--- config.mk ---
export PLATFORM = sky130hd
export DESIGN_NAME = cpu_sequencer
export DESIGN_NICKNAME = d
export VERILOG_FILES = /design/src/rtl/cpu_pkg.sv /design/src/rtl/cpu_flag_reg.sv /design/src/rtl/cpu_sequencer.sv
export SDC_FILE = /design/constraint.sdc
export NUM_CORES = 1
export LEC_CHECK = 0
export BUFFER_PORTS_ARGS = -buffer_cell sky130_fd_sc_hd__buf_2
export CORE_ASPECT_RATIO = 1.5
export CORE_MARGIN = 2
export CORE_UTILIZATION = 55
export DETAILED_ROUTE_END_ITERATION = 16
export PLACE_DENSITY = 0.95
export RECOVER_POWER = 100
export SLEW_MARGIN = 20
export SYNTH_ARGS = -nofsm -noshare
export SYNTH_HDL_FRONTEND = slang
export SYNTH_SLANG_ARGS = --single-unit
--- constraint.sdc ---
create_clock -name clk -period 9.35 [get_ports clk]
set_input_delay 1.87 -clock clk [delete_from_list [all_inputs] [get_ports clk]]
set_output_delay 1.87 -clock clk [all_outputs]
set_load 0.005 [all_outputs]
--- src/rtl/cpu_pkg.sv ---
// ---------------------------------------------------------------------------
// cpu_pkg : state encoding, opcode classes and reset defaults for the CPU
// Revision: 1.0
// ---------------------------------------------------------------------------
`default_nettype none

package cpu_pkg;

  localparam logic [1:0] ST_FETCH   = 2'b00;
  localparam logic [1:0] ST_EXEC1   = 2'b01;
  localparam logic [1:0] ST_EXEC2   = 2'b10;
  localparam logic [1:0] ST_ILLEGAL = 2'b11;

  localparam logic [1:0] OP_NOP  = 2'b00;
  localparam logic [1:0] OP_JMP  = 2'b01;
  localparam logic [1:0] OP_LDST = 2'b10;
  localparam logic [1:0] OP_ARM  = 2'b11;

  localparam logic [15:0] RESET_PC_DEFAULT = 16'h0000;

endpackage

`default_nettype wire

--- src/rtl/cpu_flag_reg.sv ---
// ---------------------------------------------------------------------------
// cpu_flag_reg : carry and skip flag registers with load enables
// Revision: 1.0
// ---------------------------------------------------------------------------
`default_nettype none

module cpu_flag_reg (
  input  logic clk,
  input  logic reset,
  input  logic cy_en,
  input  logic cy_d,
  input  logic skip_en,
  input  logic skip_d,
  output logic cy,
  output logic skip
);

  always_ff @(posedge clk) begin
    if (reset) begin
      cy   <= 1'b0;
      skip <= 1'b0;
    end else begin
      if (cy_en)   cy   <= cy_d;
      if (skip_en) skip <= skip_d;
    end
  end

endmodule

`default_nettype wire

--- src/rtl/cpu_sequencer.sv ---
// ---------------------------------------------------------------------------
// cpu_sequencer : FETCH/EXEC1/EXEC2 control unit owning PC, IR and flags
// Revision: 1.0
// ---------------------------------------------------------------------------
`default_nettype none

module cpu_sequencer
  import cpu_pkg::*;
#(
  parameter int              PC_W     = 16,
  parameter logic [PC_W-1:0] RESET_PC = PC_W'(RESET_PC_DEFAULT)
) (
  input  logic            clk,
  input  logic            reset,
  input  logic            run,
  output logic [PC_W-1:0] imem_addr,
  input  logic [15:0]     imem_data,
  output logic [15:0]     inst,
  output logic            exec1,
  output logic            exec2,
  output logic            cy_status,
  output logic            skip_status,
  input  logic            alu_wen,
  input  logic            alu_cy_out,
  input  logic            alu_cy_en,
  input  logic            alu_skip_out,
  input  logic            alu_skip_en,
  output logic            mem_req,
  output logic            mem_we,
  input  logic            mem_ready,
  output logic            rf_wen,
  output logic [1:0]      state_dbg
);

  logic [1:0]      state;
  logic [1:0]      state_nxt;
  logic [PC_W-1:0] pc;
  logic [15:0]     ir;
  logic [PC_W-1:0] jmp_off;
  logic            in_exec1;
  logic            in_exec2;
  logic            fetch_go;
  logic            squash;
  logic            is_ldst;
  logic            is_jmp;

  assign in_exec1 = (state == ST_EXEC1);
  assign in_exec2 = (state == ST_EXEC2);
  assign fetch_go = (state == ST_FETCH) && run;
  assign squash   = fetch_go && skip_status;
  assign is_ldst  = (ir[15:14] == OP_LDST);
  assign is_jmp   = (ir[15:14] == OP_JMP);
  assign jmp_off  = {{(PC_W-12){ir[11]}}, ir[11:0]};

  always_comb begin
    state_nxt = ST_FETCH;
    case (state)
      ST_FETCH: state_nxt = (run && !skip_status) ? ST_EXEC1 : ST_FETCH;
      ST_EXEC1: state_nxt = is_ldst ? ST_EXEC2 : ST_FETCH;
      ST_EXEC2: state_nxt = mem_ready ? ST_FETCH : ST_EXEC2;
      default:  state_nxt = ST_FETCH;
    endcase
  end

  // The JMP offset is applied to the pc already incremented during FETCH.
  always_ff @(posedge clk) begin
    if (reset) begin
      state <= ST_FETCH;
      pc    <= RESET_PC;
      ir    <= 16'h0000;
    end else begin
      state <= state_nxt;
      if (fetch_go) begin
        ir <= imem_data;
        pc <= pc + PC_W'(1);
      end else if (in_exec1 && is_jmp) begin
        pc <= pc + jmp_off;
      end
    end
  end

  cpu_flag_reg u_flags (
    .clk     (clk),
    .reset   (reset),
    .cy_en   (in_exec1 && alu_cy_en),
    .cy_d    (alu_cy_out),
    .skip_en ((in_exec1 && alu_skip_en) || squash),
    .skip_d  (squash ? 1'b0 : alu_skip_out),
    .cy      (cy_status),
    .skip    (skip_status)
  );

  // Strobes are masked by reset so nothing leaks out while reset is held.
  assign exec1     = in_exec1 && !reset;
  assign exec2     = in_exec2 && !reset;
  assign mem_req   = exec2;
  assign mem_we    = exec2 && ir[13];
  assign rf_wen    = (exec1 && alu_wen) || (exec2 && mem_ready && !ir[13]);
  assign imem_addr = pc;
  assign inst      = ir;
  assign state_dbg = state;

endmodule

`default_nettype wire

**After elaboration in Yosys (flattened, before gate mapping)**

Cells that the tools add are included.

- $add $sub $neg: 2
- Equal/unequal tests: 4
- Multiplexer cells: 7
- Reduce and logical (&&, ||, !) cells: 19

Operators with widths:

| cell | number |
|---|---|
| two-way mux 16 bit | 2 |
| adder 16 x 1 -> 16 bit (second input constant) | 1 |
| adder 16 bit | 1 |
| logical AND 1 bit | 12 |
| one-hot mux 2 bit (3 select lines) | 1 |
| == test 2 x 1 -> 1 bit (second input constant) | 2 |
| == test 2 bit (second input constant) | 2 |
| two-way mux 2 bit | 2 |
| zero test 1 bit | 3 |
| zero test 2 bit | 1 |
| logical OR 1 bit | 2 |
| two-way mux 1 bit | 2 |
| nonzero test 2 bit | 1 |

- Flip-flop bits (word level): 36
- Input port bits: 25
- Output and inout bits: 41
- Logic and storage cells: 37

**Longest topological paths before layout**

- Depth after elaboration: 5
- Mapped depth: 13
- Mapped depth without buffers: 10

**Modules after synthesis**

A second synthesis with hierarchy kept.

- Cell total of the unflattened synthesis: 257
- Area total of the unflattened synthesis: 2020.7 um^2

By module, submodules not included:

| module | instances | cells each | area each (um^2) | seq. area each (um^2) |
|---|---|---|---|---|
| cpu_sequencer | 1 | 251 | 1953.1 | 680.7 |
| cpu_flag_reg | 1 | 6 | 67.6 | 40.0 |

**Worst setup path before layout**

Ideal clock, no wire load.

- Kind: in2reg
- From: in run
- To: reg pc[12] (netlist: imem_addr[12])
- Library setup time: 0.123 ns
- Data arrival time: 4.665 ns
- Required time: 9.227 ns
- Path slack: 4.562 ns
- Stages on the path: 11
- Path buffers: 1
- Path through: or3b_1 > clkbuf_1 > nand2_1 > inv_1 > fa_1 > a21o_1 > a221oi_1 > o21ai_0 > a2111o_1 > a21oi_2 > mux2_1

- Cells in the longest elaborated chain, start to end: 2
- Elaborated cells on any way between the ends: 3
- Those cells by class: 1 x mux; 2 x reduce/logical

RTL lines:

| element | line | RTL |
|---|---|---|
| start, declared | cpu_sequencer.sv:15 | `input logic run,` |
| logical AND 1 bit * | cpu_sequencer.sv:49 | `assign fetch_go = (state == ST_FETCH) && run;` |
| two-way mux 16 bit or nonzero test 2 bit (tied branches) | -- |  |
| end signal, assigned | cpu_sequencer.sv:75 | `pc <= pc + PC_W'(1);` |
| end signal, assigned | cpu_sequencer.sv:77 | `pc <= pc + jmp_off;` |
| end, declared | cpu_sequencer.sv:37 | `logic [PC_W-1:0] pc;` |

Every way passes the cells marked *; elsewhere a longest branch is shown, timed or not.
A chain may end at the register's enable or synchronous reset.

**Final worst setup path**

- From: in reset
- To: out rf_wen

- Cells in the longest elaborated chain, start to end: 5
- Elaborated cells on any way between the ends: 7
- Those cells by class: 7 x reduce/logical

RTL lines:

| element | line | RTL |
|---|---|---|
| start, declared | cpu_sequencer.sv:14 | `input logic reset,` |
| zero test 1 bit * | cpu_sequencer.sv:94, cpu_sequencer.sv:95 |  |
| logical AND 1 bit | cpu_sequencer.sv:95 | `assign exec2 = in_exec2 && !reset;` |
| logical AND 1 bit (2 in a row) | cpu_sequencer.sv:98 | `assign rf_wen = (exec1 && alu_wen) \|\| (exec2 && mem_ready && !ir[13]);` |
| logical OR 1 bit * | cpu_sequencer.sv:98 |  |
| end, declared | cpu_sequencer.sv:31 | `output logic rf_wen,` |

Marks and branches as above.

==> flow_metrics.tcl <==
set metrics [dict create \
    grt_pass1_vias 2099 \
    slew_violations 44 \
    num_rows 27 \
    syn_nets 312 \
    via_per_inst 5.923 \
    setup_viol 0 \
    crit_slowest_cell "clkbuf_1" \
    reg2reg_setup_slack_ns 5.53 \
    synth_edf_count 0 \
    clock_sinks 36 \
    worst-path-stages 5 \
    slowest_delay_ns 1.28 \
    wl_um 5605 \
    synth-main-ff-cell "dfxtp_1" \
    hold_viol_final 0 \
    clk_latency_ns 0.29 \
    finish.utilization 0.6759 \
    violations "max-capacitance violations, max-slew violations" \
    dr_wl_met3_um 293 \
    yosys_register_bits 36 \
    ir_drop_v 0.0001067 \
    synth.distinct_cells 49 \
    fmax_mhz 164.5 \
    cp_max_fo 43 \
    reg2reg_from "state_dbg[0]" \
    portBuffers 65 \
    dp_hpwl_um 4006 \
    grt_pass1_wl_um 8742 \
    skew_ns 0.006697 \
    grt_setup_unrepaired "no" \
    timing.critical_path.cells "clkbuf_1 > inv_1 > and2_0 > a32o_1 > clkbuf_2" \
    status "finished, violations left" \
    path_delay_family "buffers and inverters" \
    start_util 0.5724 \
    dpl.cell_count 369 \
    syn-instance-count 275 \
    stdcell_count 377 \
    leakage_nw 1.204 \
    min_path_cells 2 \
    post-route-min-period_ns 6.078 \
    maxCapViolCount 1 \
    die_x_um 54.31 \
    critPathBufInv 3 \
    wl_met1_um 2181 \
    drc_errors 0 \
    ys_async_sr_fraction 0 \
    antenna_found_initial 0 \
    syn_to_final_growth_pct 18.09 \
    design_area_sq_mm 0.002466 \
    place_congestion 0.9199 \
    drive_above_1_share 0.1587 \
    grt_use_total 0.2699 \
    worst_slew_pin_slew_ns 1.817 \
    hold_class "reg -> reg" \
    critPathLaunchType "input port" \
    syn_area_sq_mm 0.002088 \
    yosysWarnings 0 \
    nFillCells 331 \
    cts_buffers 5 \
    io_pins 66 \
    cp-endpoint "rf_wen" \
    r2r-end "imem_addr[12]" \
    placed_cell_area_sq_mm 0.002407 \
    p_per_area_mw_per_mm2 138.0 \
    die_h_um 79.47 \
    ys_seq_area_frac 0.3451 \
    cts_resized 0 \
    cts_buffer_depth 2 \
    initialDrtViolationCount 94 \
    syn_avg_cell_area_sq_um 7.594 \
    finalCritPeriodShare 0.6501 \
    core_sq_mm 0.003649 \
    wl_met2_um 2966 \
    h-tree-depth 2 \
    timing_worst_setup_path_type "in -> out" \
    highest_layer "met4" \
    hold_buffers 0 \
    crit_required_ns 7.48 \
    fin_setup_tns_ns 0 \
    postRouteAntennaNets 0 \
    clkTransAtPathRegs_ns 0.08 \
    setup_slack_ns 3.272 \
    grt_overflow 0 \
    r2r_cells 10 \
    power_uw 340.3 \
    cts_setup_buffers 0 \
    firstDrtPassIters 4 \
    grt_max_degree 44 \
    clock-root-buffer "clkbuf_8" \
    via_count 2233 \
    nNetsFinal 370 \
    wl_per_cell_um 14.87 \
    pre_cts_slack_ns 4.073 \
    worst_hold_slack_ns 0.4652 \
    antenna_cells 0 \
    cp-end-kind "output port" \
    critical_path_arrival_ns 4.21 \
    crit_start "reset" \
    cts_tree "yes" \
    dieArea_sq_mm 0.004316 \
    maxSlewHeadroom -0.2115 \
]
worst min path at each step:
stage | startpoint | endpoint | slack, ns
5_1_grt | inst[12] | inst[12] | 0.48
4_1_cts | u_flags.cy | u_flags.cy | 0.47
3_5_place_dp | u_flags.cy | u_flags.cy | 0.45
6_report | u_flags.cy | u_flags.cy | 0.47
2_1_floorplan | inst[12] | inst[12] | 0.45
3_3_place_gp | u_flags.cy | u_flags.cy | 0.44
Yosys cell counts (all sizes together), types with 2 or more instances:
master	instances	area (sq um)
nand3	4	20.02
buf	4	26.28
nor4b	2	17.52
a2111oi	2	17.52
or3	2	12.51
ha	11	137.6
a21oi	34	173.9
and2	2	12.51
a21o	8	60.06
clkbuf	11	41.29
a31oi	8	50.05
nor2b	4	25.02
nand3b	2	15.01
mux2	2	22.52
nor4	2	12.51
inv	16	60.06
and3	5	31.28
nor2	12	45.04
nor3	5	25.02
dfxtp	36	720.7
nand2	63	236.5
o21ai	7	35.03
nor3b	2	20.02
xnor2	7	61.31
o21bai	2	15.01
nand4	4	25.02
final cells by class:
class | instances | area, sq um | area share
Sequential cell | 36 | 720.7 | 0.2922
Multi-Input combinational cell | 208 | 1242 | 0.5038
Clock inverter | 3 | 18.77 | 0.007610
Inverter | 16 | 60.06 | 0.02435
Timing Repair Buffer | 66 | 301.5 | 0.1223
Tap cell | 43 | 53.80 | 0.02182
Clock buffer | 5 | 68.82 | 0.02790
routing by layer:
layer	global-route usage	vias to the layer above
met3	0.05618	16
met4	0.1525	0
met2	0.4711	89
met5	0	-
met1	0.2839	1053
li1	-	1075
where the power goes:
part,internal [mW],total (mW),switching [mW]
logic,0.0241,0.0592,0.0350
clock network,0.0519,0.112,0.0598
registers,0.162,0.169,0.00774
cell usage in the layout (no fill, tap or decap), types with 2 or more instances in the layout:
| cell type | count |
|---|---|
| inv_1 | 16 |
| o21bai_1 | 2 |
| a31oi_1 | 8 |
| clkbuf_1 | 25 |
| a21o_1 | 8 |
| nor2b_1 | 4 |
| buf_2 | 39 |
| nand3b_1 | 2 |
| nand4_1 | 4 |
| dfxtp_1 | 36 |
| a2111oi_0 | 2 |
| clkinv_2 | 2 |
| nor4_1 | 2 |
| nor4b_1 | 2 |
| and3_1 | 5 |
| xnor2_1 | 7 |
| nor3_1 | 5 |
| or3_1 | 2 |
| a21oi_1 | 34 |
| nand2_1 | 63 |
| clkbuf_8 | 5 |
| ha_1 | 11 |
| nor2_1 | 12 |
| o21ai_0 | 7 |
| nand3_1 | 4 |
worst register-to-register path, stage by stage, from the launching register on:
cell and delay (ns):
dfxtp_1 0.44, or3b_1 0.56, nand2b_1 0.13, ha_1 0.24, fa_1 0.40, a21o_1 0.21, a221oi_1 0.44, o21ai_0 0.34
a2111o_1 0.44, a21oi_1 0.17, mux2_1 0.33
sequential cells by signal, summed over array words and instances (netlist names):
name,cells
u_flags.skip,1
state_dbg,2
u_flags.cy,1
inst,16
imem_addr,16
kinds of logic (layout without fill, tap and decap cells):
family	Yosys count	count (layout)	share of synthesized area
AOI/OAI and AO/OA	72	72	0.2175
xor gates and xnor gates	8	8	0.03355
DFF	36	36	0.3451
muxes	2	2	0.01078
adders and majority gates	12	12	0.07549
buffers and inverters	31	90	0.06112
and+or+nand+nor	114	114	0.2564
(Power assumes the default switching activity.)
